===== src/rtl/sgnmag_bcd_seq_if.sv =====
// Stream bundle for the sign/magnitude-to-BCD sequencer.
// The sample side (in_*) and the result side (out_*, busy) travel together.
// The slave modport is the sequencer's view; master is the surrounding logic.
interface sgnmag_bcd_seq_if #(
  parameter int IN_W   = 18,
  parameter int DIGITS = 4
);
  logic [IN_W-1:0]     in_data;
  logic                in_valid;
  logic                in_ready;
  logic                out_sign;
  logic [4*DIGITS-1:0] out_bcd;
  logic [3:0]          out_tenth;
  logic                out_valid;
  logic                out_ready;
  logic                busy;

  modport slave (
    input  in_data, in_valid, out_ready,
    output in_ready, out_sign, out_bcd, out_tenth, out_valid, busy
  );

  modport master (
    output in_data, in_valid, out_ready,
    input  in_ready, out_sign, out_bcd, out_tenth, out_valid, busy
  );
endinterface


===== src/rtl/sgnmag_bcd_seq.sv =====
// Signed Q13.4 sample to display digits: sign, DIGITS BCD integer digits and
// one BCD tenths digit, using an iterative shift-add-3 conversion.
//
//   state | meaning
//   IDLE  | waiting for a sample, in_ready high
//   MAG   | form sign/magnitude, split integer and fraction, clear BCD
//   DAB   | one add-3/shift step per cycle, INT_W cycles
//   FRAC  | tenths digit, register all outputs
//   DONE  | result offered, held until out_ready
module sgnmag_bcd_seq #(
  parameter int IN_W   = 18,
  parameter int FRAC_W = 4,
  parameter int DIGITS = 4
) (
  input  logic              clk,
  input  logic              rst_n,
  sgnmag_bcd_seq_if.slave   bus
);

  localparam int INT_W  = IN_W - 1 - FRAC_W;
  localparam int MAG_W  = IN_W - 1;
  localparam int BCD_W  = 4 * DIGITS;
  localparam int CNT_W  = $clog2(INT_W);
  localparam int PROD_W = FRAC_W + 4;

  localparam logic [2:0] S_IDLE = 3'd0;
  localparam logic [2:0] S_MAG  = 3'd1;
  localparam logic [2:0] S_DAB  = 3'd2;
  localparam logic [2:0] S_FRAC = 3'd3;
  localparam logic [2:0] S_DONE = 3'd4;

  logic [2:0]        state_q, state_d;
  logic [IN_W-1:0]   data_q;
  logic              sign_q;
  logic [INT_W-1:0]  int_q;
  logic [FRAC_W-1:0] frac_q;
  logic [BCD_W-1:0]  bcd_q;
  logic [CNT_W-1:0]  cnt_q;
  logic              out_sign_q;
  logic [BCD_W-1:0]  out_bcd_q;
  logic [3:0]        out_tenth_q;

  logic              accept;
  logic              last_step;
  logic [MAG_W-1:0]  mag_d;
  logic [BCD_W-1:0]  bcd_adj;
  logic [BCD_W-1:0]  bcd_shift;
  logic [INT_W-1:0]  int_shift;
  logic [3:0]        tenth_d;
  logic              result_zero;

  assign accept    = bus.in_valid && (state_q == S_IDLE);
  assign last_step = (cnt_q == CNT_W'(INT_W - 1));

  // Next-state decode
  always_comb begin
    state_d = state_q;
    case (state_q)
      S_IDLE:  if (accept) state_d = S_MAG;
      S_MAG:   state_d = S_DAB;
      S_DAB:   if (last_step) state_d = S_FRAC;
      S_FRAC:  state_d = S_DONE;
      S_DONE:  if (bus.out_ready) state_d = S_IDLE;
      default: state_d = S_IDLE;
    endcase
  end

  // Magnitude of the captured sample; the most negative code has no positive
  // twin, so it saturates to all-ones instead of wrapping to zero
  always_comb begin
    mag_d = data_q[MAG_W-1:0];
    if (data_q[IN_W-1]) begin
      if (data_q[MAG_W-1:0] == '0) mag_d = '1;
      else                         mag_d = ~data_q[MAG_W-1:0] + 1'b1;
    end
  end

  // Add-3 correction on every nibble, then the combined left shift
  always_comb begin
    bcd_adj = bcd_q;
    for (int i = 0; i < DIGITS; i++) begin
      if (bcd_q[4*i +: 4] >= 4'd5) bcd_adj[4*i +: 4] = bcd_q[4*i +: 4] + 4'd3;
    end
    bcd_shift    = bcd_adj << 1;
    bcd_shift[0] = int_q[INT_W-1];
    int_shift    = int_q << 1;
  end

  // Tenths digit is floor(frac*10 / 2**FRAC_W); a zero result drops the sign
  assign tenth_d     = 4'(({{4{1'b0}}, frac_q} * PROD_W'(10)) >> FRAC_W);
  assign result_zero = (bcd_q == '0) && (tenth_d == 4'd0);

  // State register
  always_ff @(posedge clk or negedge rst_n) begin
    if (!rst_n) state_q <= S_IDLE;
    else        state_q <= state_d;
  end

  // Capture, sign/magnitude split and the iterative conversion datapath
  always_ff @(posedge clk or negedge rst_n) begin
    if (!rst_n) begin
      data_q <= '0;
      sign_q <= 1'b0;
      int_q  <= '0;
      frac_q <= '0;
      bcd_q  <= '0;
      cnt_q  <= '0;
    end else begin
      case (state_q)
        S_IDLE: if (accept) data_q <= bus.in_data;
        S_MAG: begin
          sign_q <= data_q[IN_W-1];
          int_q  <= mag_d[MAG_W-1:FRAC_W];
          frac_q <= mag_d[FRAC_W-1:0];
          bcd_q  <= '0;
          cnt_q  <= '0;
        end
        S_DAB: begin
          bcd_q <= bcd_shift;
          int_q <= int_shift;
          cnt_q <= cnt_q + 1'b1;
        end
        default: ;
      endcase
    end
  end

  // Result registers, loaded only on the FRAC->DONE edge and held afterwards
  always_ff @(posedge clk or negedge rst_n) begin
    if (!rst_n) begin
      out_sign_q  <= 1'b0;
      out_bcd_q   <= '0;
      out_tenth_q <= '0;
    end else if (state_q == S_FRAC) begin
      out_sign_q  <= sign_q && !result_zero;
      out_bcd_q   <= bcd_q;
      out_tenth_q <= tenth_d;
    end
  end

  assign bus.in_ready  = (state_q == S_IDLE);
  assign bus.busy      = (state_q != S_IDLE);
  assign bus.out_valid = (state_q == S_DONE);
  assign bus.out_sign  = out_sign_q;
  assign bus.out_bcd   = out_bcd_q;
  assign bus.out_tenth = out_tenth_q;

endmodule

===== src/flat_wrapper.sv =====
// flat-port wrapper written by rule: the top's interface ports become plain ports
module sgnmag_bcd_seq_flat 
#(
  parameter int IN_W   = 18,
  parameter int FRAC_W = 4,
  parameter int DIGITS = 4
)
  (clk, rst_n, bus_in_data, bus_in_valid, bus_out_ready, bus_in_ready, bus_out_sign, bus_out_bcd, bus_out_tenth, bus_out_valid, bus_busy);
  sgnmag_bcd_seq_if #(.IN_W(IN_W), .DIGITS(DIGITS)) bus_i ();
  input  logic clk;
  input  logic rst_n;
  input wire logic [$bits(bus_i.in_data)-1:0] bus_in_data;
  input wire logic [$bits(bus_i.in_valid)-1:0] bus_in_valid;
  input wire logic [$bits(bus_i.out_ready)-1:0] bus_out_ready;
  output wire logic [$bits(bus_i.in_ready)-1:0] bus_in_ready;
  output wire logic [$bits(bus_i.out_sign)-1:0] bus_out_sign;
  output wire logic [$bits(bus_i.out_bcd)-1:0] bus_out_bcd;
  output wire logic [$bits(bus_i.out_tenth)-1:0] bus_out_tenth;
  output wire logic [$bits(bus_i.out_valid)-1:0] bus_out_valid;
  output wire logic [$bits(bus_i.busy)-1:0] bus_busy;
  assign bus_i.in_data = bus_in_data;
  assign bus_i.in_valid = bus_in_valid;
  assign bus_i.out_ready = bus_out_ready;
  assign bus_in_ready = bus_i.in_ready;
  assign bus_out_sign = bus_i.out_sign;
  assign bus_out_bcd = bus_i.out_bcd;
  assign bus_out_tenth = bus_i.out_tenth;
  assign bus_out_valid = bus_i.out_valid;
  assign bus_busy = bus_i.busy;
  sgnmag_bcd_seq #(.IN_W(IN_W), .FRAC_W(FRAC_W), .DIGITS(DIGITS)) u_core (.clk(clk), .rst_n(rst_n), .bus(bus_i));
endmodule

===== config.mk =====
export PLATFORM = sky130hd
export DESIGN_NAME = sgnmag_bcd_seq_flat
export DESIGN_NICKNAME = d
export VERILOG_FILES = /design/src/rtl/sgnmag_bcd_seq_if.sv /design/src/rtl/sgnmag_bcd_seq.sv /design/src/flat_wrapper.sv
export SDC_FILE = /design/constraint.sdc
export NUM_CORES = 1
export LEC_CHECK = 0
export CAP_MARGIN = 20
export CORE_UTILIZATION = 54
export DETAILED_ROUTE_END_ITERATION = 10
export DONT_BUFFER_PORTS = 1
export PLACE_DENSITY = 0.69
export SYNTH_ARGS = -nofsm -noshare
export SYNTH_HDL_FRONTEND = slang
export SYNTH_SLANG_ARGS = --single-unit
export TNS_END_PERCENT = 5

===== constraint.sdc =====
create_clock -name clk -period 2.9 [get_ports clk]
set_input_delay 0.58 -clock clk [delete_from_list [all_inputs] [get_ports clk]]
set_output_delay 0.58 -clock clk [all_outputs]
set_load 0.005 [all_outputs]

==> results of run 1 <==
==> through the flow <==
step	cell area (um^2)	hold slack, ns
floorplan	4010	0.284
CTS	4350	0.128
finish	4350	0.111
global route	4350	0.131
detailed placement	4100	0.286
global placement	4100	0.286
==> metal layers <==
| metal | vias to the layer above | share of wire |
|---|---|---|
| li1 | 1391 | - |
| met1 | 1430 | 0.46 |
| met2 | 73 | 0.47 |
| met3 | 15 | 0.038 |
| met4 | 0 | 0.024 |
| met5 | - | 0 |
==> kinds of logic (layout without fill, tap and decap cells) <==
logic type / after synthesis / count (layout) / share of synthesized area
xor+xnor: 6 / 6 / 0.0131
mux: 26 / 26 / 0.0727
buf+inv: 37 / 40 / 0.0374
flops: 80 / 80 / 0.499
compound gates: 116 / 116 / 0.180
fa+ha+maj: 18 / 18 / 0.0580
simple gates: 98 / 98 / 0.140
==> worst register-to-register path, delay by kind of cell (launching register included) <==
kind	cells	cell delay, ns
AOI/OAI and AO/OA	2	0.34
DFF	1	0.41
buffers and inverters	1	0.12
and+or+nand+nor	3	1.16
adders and majority gates	1	0.25
==> power breakdown <==
group / switching, mW / total [mW] / internal (mW)
combinational: 0.944 / 1.73 / 0.783
clock: 0.392 / 0.919 / 0.527
sequential: 0.542 / 2.07 / 1.53
==> final cells by class <==
| cell class | instances | area [um^2] | share of cell area |
|---|---|---|---|
| inverter | 18 | 67.6 | 0.0155 |
| tap | 99 | 124 | 0.0285 |
| sequential | 80 | 2000 | 0.460 |
| timing repair buffer | 7 | 72.6 | 0.0167 |
| clock buffer | 12 | 155 | 0.0357 |
| clock inverter | 3 | 65.1 | 0.0150 |
| multi-input combinational | 264 | 1860 | 0.428 |
==> timing repair <==
action                    in CTS  in global routing
hold buffers                   1                  0
resized for setup              0                  0
hold endpoints to repair      80                  0
==> state kept, by name (all words and copies together), names as in the netlist <==
| signal | count |
|---|---|
| u_core.bus.out_sign | 1 |
| u_core.frac_q | 4 |
| u_core.bus.out_bcd | 16 |
| u_core.sign_q | 1 |
| u_core.bcd_q | 16 |
| u_core.bus.out_tenth | 4 |
| u_core.cnt_q | 4 |
| u_core.state_q | 3 |
| u_core.data_q | 18 |
| u_core.int_q | 13 |
==> final timing paths <==
check | slack (ns) | endpoint | start | cells past startpoint
max | 0.54 | u_core.frac_q[3]$_DFFE_PN0P_ | u_core.data_q[0]$_DFFE_PN0P_ | 7
min | 0.11 | u_core.bus.out_bcd[14]$_DFFE_PN0P_ | rst_n | 1
max reg2reg | 0.54 | u_core.frac_q[3]$_DFFE_PN0P_ | u_core.data_q[0]$_DFFE_PN0P_ | 7
min reg2reg | 0.48 | u_core.sign_q$_DFFE_PN0P_ | u_core.sign_q$_DFFE_PN0P_ | 2
max in group asynchronous | 2.48 | u_core.data_q[9]$_DFFE_PN0P_ | rst_n | 1
min in group clk | 0.33 | u_core.state_q[2]$_DFFE_PN0P_ | bus_out_ready | 1
==> cells in the final DEF (no fill, tap or decap), types with 2 or more instances in the layout <==
master,n
nand3b_1,3
nand4_1,4
o311ai_0,3
nor4_4,3
nor3b_1,3
a31oi_1,2
o21ai_0,41
nor2b_1,3
nor4b_1,3
nand2_1,37
nand3_1,8
ha_1,17
o31ai_1,8
nor2_1,12
o41ai_1,2
inv_1,18
nand2b_1,5
dfrtp_1,80
mux2_2,25
nor3_1,4
xnor2_1,4
a22o_1,2
bufinv_16,2
and2_1,2
a22oi_1,9
buf_4,6
a32o_1,4
clkbuf_8,11
a21oi_1,17
o21ai_1,6
nor4_1,2
xor2_1,2
a21boi_0,2
o211ai_1,5
o22ai_1,11
==> impl_metrics.yaml, run 1 <==
sta:
  fin_ws_ns: 0.537
  fmax_mhz: 423
  period_needed_ns: 2.36
  tightest_slew_ns: 0.734
  report.final.hold_viol_count: 0
  setup_viol: 0
  rsz0062_at_grt: "false"
  finalSetupTns_ns: 0
  period_share: 0.815
  fin_skew_ns: 0.00760
  drv_slew: 0
  max-slew-margin-rel: 0.511
die:
  fp.dieH_um: 88.2
  die-width_um: 88.2
  std_cell_rows: 31
  dieArea_um2: 7770
  start_util: 0.556
  core_um2: 7210
  boundaryPins: 46
routing:
  drt_wl_total_um: 8020
  vias_per_cell: 6.02
  drtPass1Iterations: 5
  wl_per_cell_um: 16.6
  drt_iter0_markers: 140
  dr_total_vias: 2909
  drc_errors: 0
  ant_nets: 0
global_routing:
  grt_util_all_layers: 0.228
  grt_pass1_vias: 2920
  grtUsageMet1: 0.286
  use_met3: 0.0358
  antenna_found_initial: 0
  met2_usage: 0.376
  grt_start_max_net_pins: 81
  grt_pass1_wl_um: 13500
  overflow: 0
  busiest_layer: "met2"
finish:
  n_antenna_cell: 0
  n_fill_cell: 640
  num-nets-final: 420
  instances_no_fill: 483
  layout-drive-gt1-share: 0.143
  syn_to_final_growth_pct: 8.46
  final_util: 0.603
critical_path:
  critical_path_buf_inv_count: 1
  cp-end-kind: "flip-flop"
  critPathTopFamily: "simple AND/OR/NAND/NOR gates"
  crit_required_ns: 3.17
  worstPathMaxFanout: 13
  path_cells: "inv_1 -> ha_1 -> nor3b_1 -> nand4_2 -> nor4_4 -> o22ai_1 -> o21ai_0"
  critPathArrivalTime_ns: 2.63
  cp-start-kind: "flip-flop"
  worst_path_max_delay_cell: "nor4_4"
  worstSetupPathType: "flip-flop to flip-flop"
  cpPeakStageDelay_ns: 0.57
place:
  dp_hpwl_um: 5440
  post-place-ws_ns: 0.560
  dp.cells: 467
  globalplace.congestion: 0.847
  port_buffers: 0
clocking:
  clk_latency_ns: 0.35
  cts-buffers-inserted: 9
  tritoncts: "done"
  cts.reportedPaths.clkPinSlew_ns: 0.08
  cts.path.max_buffers: 2
  cts_setup_buffers: 0
  htree_levels: 3
  cts.sinks: 80
  root_buffer: "clkbuf_8"
yosys:
  synth_top_area_share: 0.499
  synth_commonest_cells: "dfrtp_1, o21ai_0, nand2_1"
  synth_enable_flop_cells: 0
  synth_top_area_cell: "dfrtp_1"
  syn_inst: 381
  async_flop_share: 1.00
  synth_area_leaders: "dfrtp_1, mux2_2, ha_1"
  syn_area_um2: 4010
  yosysWarnings: 0
  synth_nets: 421
  synth_ff_type: "dfrtp_1"
  ys_types: 49
  ys_seq_elements: 80
  postSynthAreaPerCell_um2: 10.5
  synth_seq_area_share: 0.499
  post-synth-top-count-cell: "dfrtp_1"
pwr:
  vdd_drop_max_uv: 646
  powerDensity_nw_per_um2: 1090
  finalPower_mw: 4.72
  p_leak_nw: 1.85
flow_run:
  cap_violations: 0
run_status:
  status: "finished clean"
min_path:
  hold_path.class: "input port to async pin"
Note: power is estimated with default switching activity, not from simulation.
==> inputs of run 2 (changes only) <==
==> constraint.sdc (replaced) <==
create_clock -name clk -period 2.3 [get_ports clk]
set_input_delay 0.46 -clock clk [delete_from_list [all_inputs] [get_ports clk]]
set_output_delay 0.46 -clock clk [all_outputs]
set_load 0.005 [all_outputs]
==> run 2 against run 1 <==
Compared with the run above: the flow now finishes with violations (negative hold slack); power is 21% higher; hold slack worse by 0.31 ns; via count shrank 2.8%; critical endpoint is now u_core.bus.out_sign$_DFFE_PN0P_; highest routed layer unchanged.
==> impl_metrics.yaml, run 2 (synthesis results as in run 1) <==
run_status:
  status: "finished with violations"
  violations: "negative hold slack"
routing:
  vias_per_cell: 5.82
  ant_nets: 0
  drt_iter0_markers: 143
  drt_wl_total_um: 7750
  wl_per_cell_um: 15.9
  dr_total_vias: 2827
  drtPass1Iterations: 6
  drc_errors: 0
global_routing:
  use_met3: 0.0320
  antenna_found_initial: 0
  grt_start_max_net_pins: 81
  met2_usage: 0.343
  grt_util_all_layers: 0.215
  grt_pass1_vias: 2709
  grt_pass1_wl_um: 12900
  busiest_layer: "met2"
  grtUsageMet1: 0.292
  overflow: 0
finish:
  syn_to_final_growth_pct: 7.49
  largest_reg_flops: 18
  top_register: "u_core.data_q"
  final_common_cell: "dfrtp_1"
  instances_no_fill: 486
  layout-drive-gt1-share: 0.152
  n_antenna_cell: 0
  num-nets-final: 423
  layout_common_cells: "dfrtp_1, o21ai_0, nand2_1"
  finalInstanceArea_um2: 4310
place:
  dp_hpwl_um: 5280
  globalplace.congestion: 0.848
  dp.cells: 471
  port_buffers: 0
  placed_area_um2: 4130
pwr:
  powerDensity_nw_per_um2: 1330
  swShare: 0.407
  p_leak_nw: 1.83
  pwr-share-clk: 0.163
  vdd_drop_max_uv: 748
  pwr-share-seq: 0.450
  intPower_mw: 3.39
  power_frac_comb: 0.387
  net-switching-power_mw: 2.33
critical_path:
  r2r_setup_slack_ns: 0.17
  worstSetupPathType: "flip-flop to flip-flop"
  path_cells: "ha_1 -> ha_1 -> inv_1 -> fa_1 -> nor4b_2 -> nand4_1 -> o21ai_0 -> o21ai_0"
  cp-end-kind: "flip-flop"
  critPathTopFamily: "adder cells"
  crit_required_ns: 2.52
  critPathArrivalTime_ns: 2.35
  cpPeakStageDelay_ns: 0.50
  worstRegToRegCells: 8
  critical_path_buf_inv_count: 1
  worst_path_max_delay_cell: "fa_1"
  cp-start-kind: "flip-flop"
  worstPathMaxFanout: 5
  rr_startpoint: "u_core.frac_q[3]$_DFFE_PN0P_"
  worstReg2RegEnd: "u_core.bus.out_sign$_DFFE_PN0P_"
sta:
  max-slew-margin-rel: 0.611
  fmax_mhz: 469
  period_share: 0.926
  drv_slew: 0
  fin_skew_ns: 0.0121
  hold_ws_ns: -0.202
  period_needed_ns: 2.13
  report.final.hold_viol_count: 80
  finalSetupTns_ns: 0
  setup_viol: 0
  rsz0062_at_grt: "false"
  tightest_slew_ns: 0.582
clocking:
  cts_setup_buffers: 0
  cts.sinks: 80
  cts.reportedPaths.clkPinSlew_ns: 0.08
  cts.path.max_buffers: 2
  htree_levels: 3
  clk_latency_ns: 0.35
  root_buffer: "clkbuf_8"
  tritoncts: "done"
  cts-buffers-inserted: 9
die:
  boundaryPins: 46
  core_um2: 7210
  dieArea_um2: 7770
  fp.dieH_um: 88.2
  die-width_um: 88.2
  std_cell_rows: 31
  start_util: 0.556
min_path:
  hold_path.class: "input port to async pin"
flow_run:
  cap_violations: 0
-- run 2: worst max-delay path by stage --
| stage | slack, ns | depth (start not counted) | endpoint | startpoint |
|---|---|---|---|---|
| after global routing | 0.04 | 8 | u_core.bus.out_sign$_DFFE_PN0P_ | u_core.frac_q[3]$_DFFE_PN0P_ |
| final | 0.17 | 8 | u_core.bus.out_sign$_DFFE_PN0P_ | u_core.frac_q[3]$_DFFE_PN0P_ |
| after CTS | 0.09 | 8 | u_core.bus.out_sign$_DFFE_PN0P_ | u_core.frac_q[3]$_DFFE_PN0P_ |
| after floorplan | 0.31 | 8 | u_core.bus.out_sign$_DFFE_PN0P_ | u_core.frac_q[3]$_DFFE_PN0P_ |
| after detailed placement | 0.10 | 8 | u_core.bus.out_sign$_DFFE_PN0P_ | u_core.frac_q[3]$_DFFE_PN0P_ |
| after global placement | 0.24 | 8 | u_core.bus.out_sign$_DFFE_PN0P_ | u_core.frac_q[3]$_DFFE_PN0P_ |
-- run 2: power groups by stage --
stage	clock network, mW	logic [mW]	registers (mW)
detailed placement	0	2.22	2.59
global placement	0	2.14	2.57
finish	0.932	2.21	2.57
CTS	0.957	2.22	2.56
floorplan	0	1.80	2.37
global route	1.01	2.50	2.67
-- run 2: final cells by class --
class                      instances  area [um^2]
clock buffer                      12          155
clock inverter                     3         17.5
fill                             656         2900
inverter                          18         67.6
multi-input combinational        264         1870
sequential                        80         2000
tap                               99          124
timing repair buffer              10         75.1
-- run 2: repair_timing --
action                                 4_1_cts  5_1_grt
setup endpoints to repair                    0        1
gates resized for setup                      0        1
endpoints found under the hold margin       80       80
-- run 2: metal layers --
metal,part of all wire,up-vias
li1,-,1396
met5,0,-
met4,0.019,0
met1,0.48,1366
met2,0.47,53
met3,0.032,12
-- run 2: metrics by stage --
step                worst slack (ns)  power (mW)  utilization
floorplan                      0.309        4.17            -
global placement               0.241        4.71        0.573
detailed placement             0.101        4.81        0.573
CTS                           0.0867        5.74        0.597
global route                  0.0402        6.18        0.597
finish                         0.170        5.71        0.597
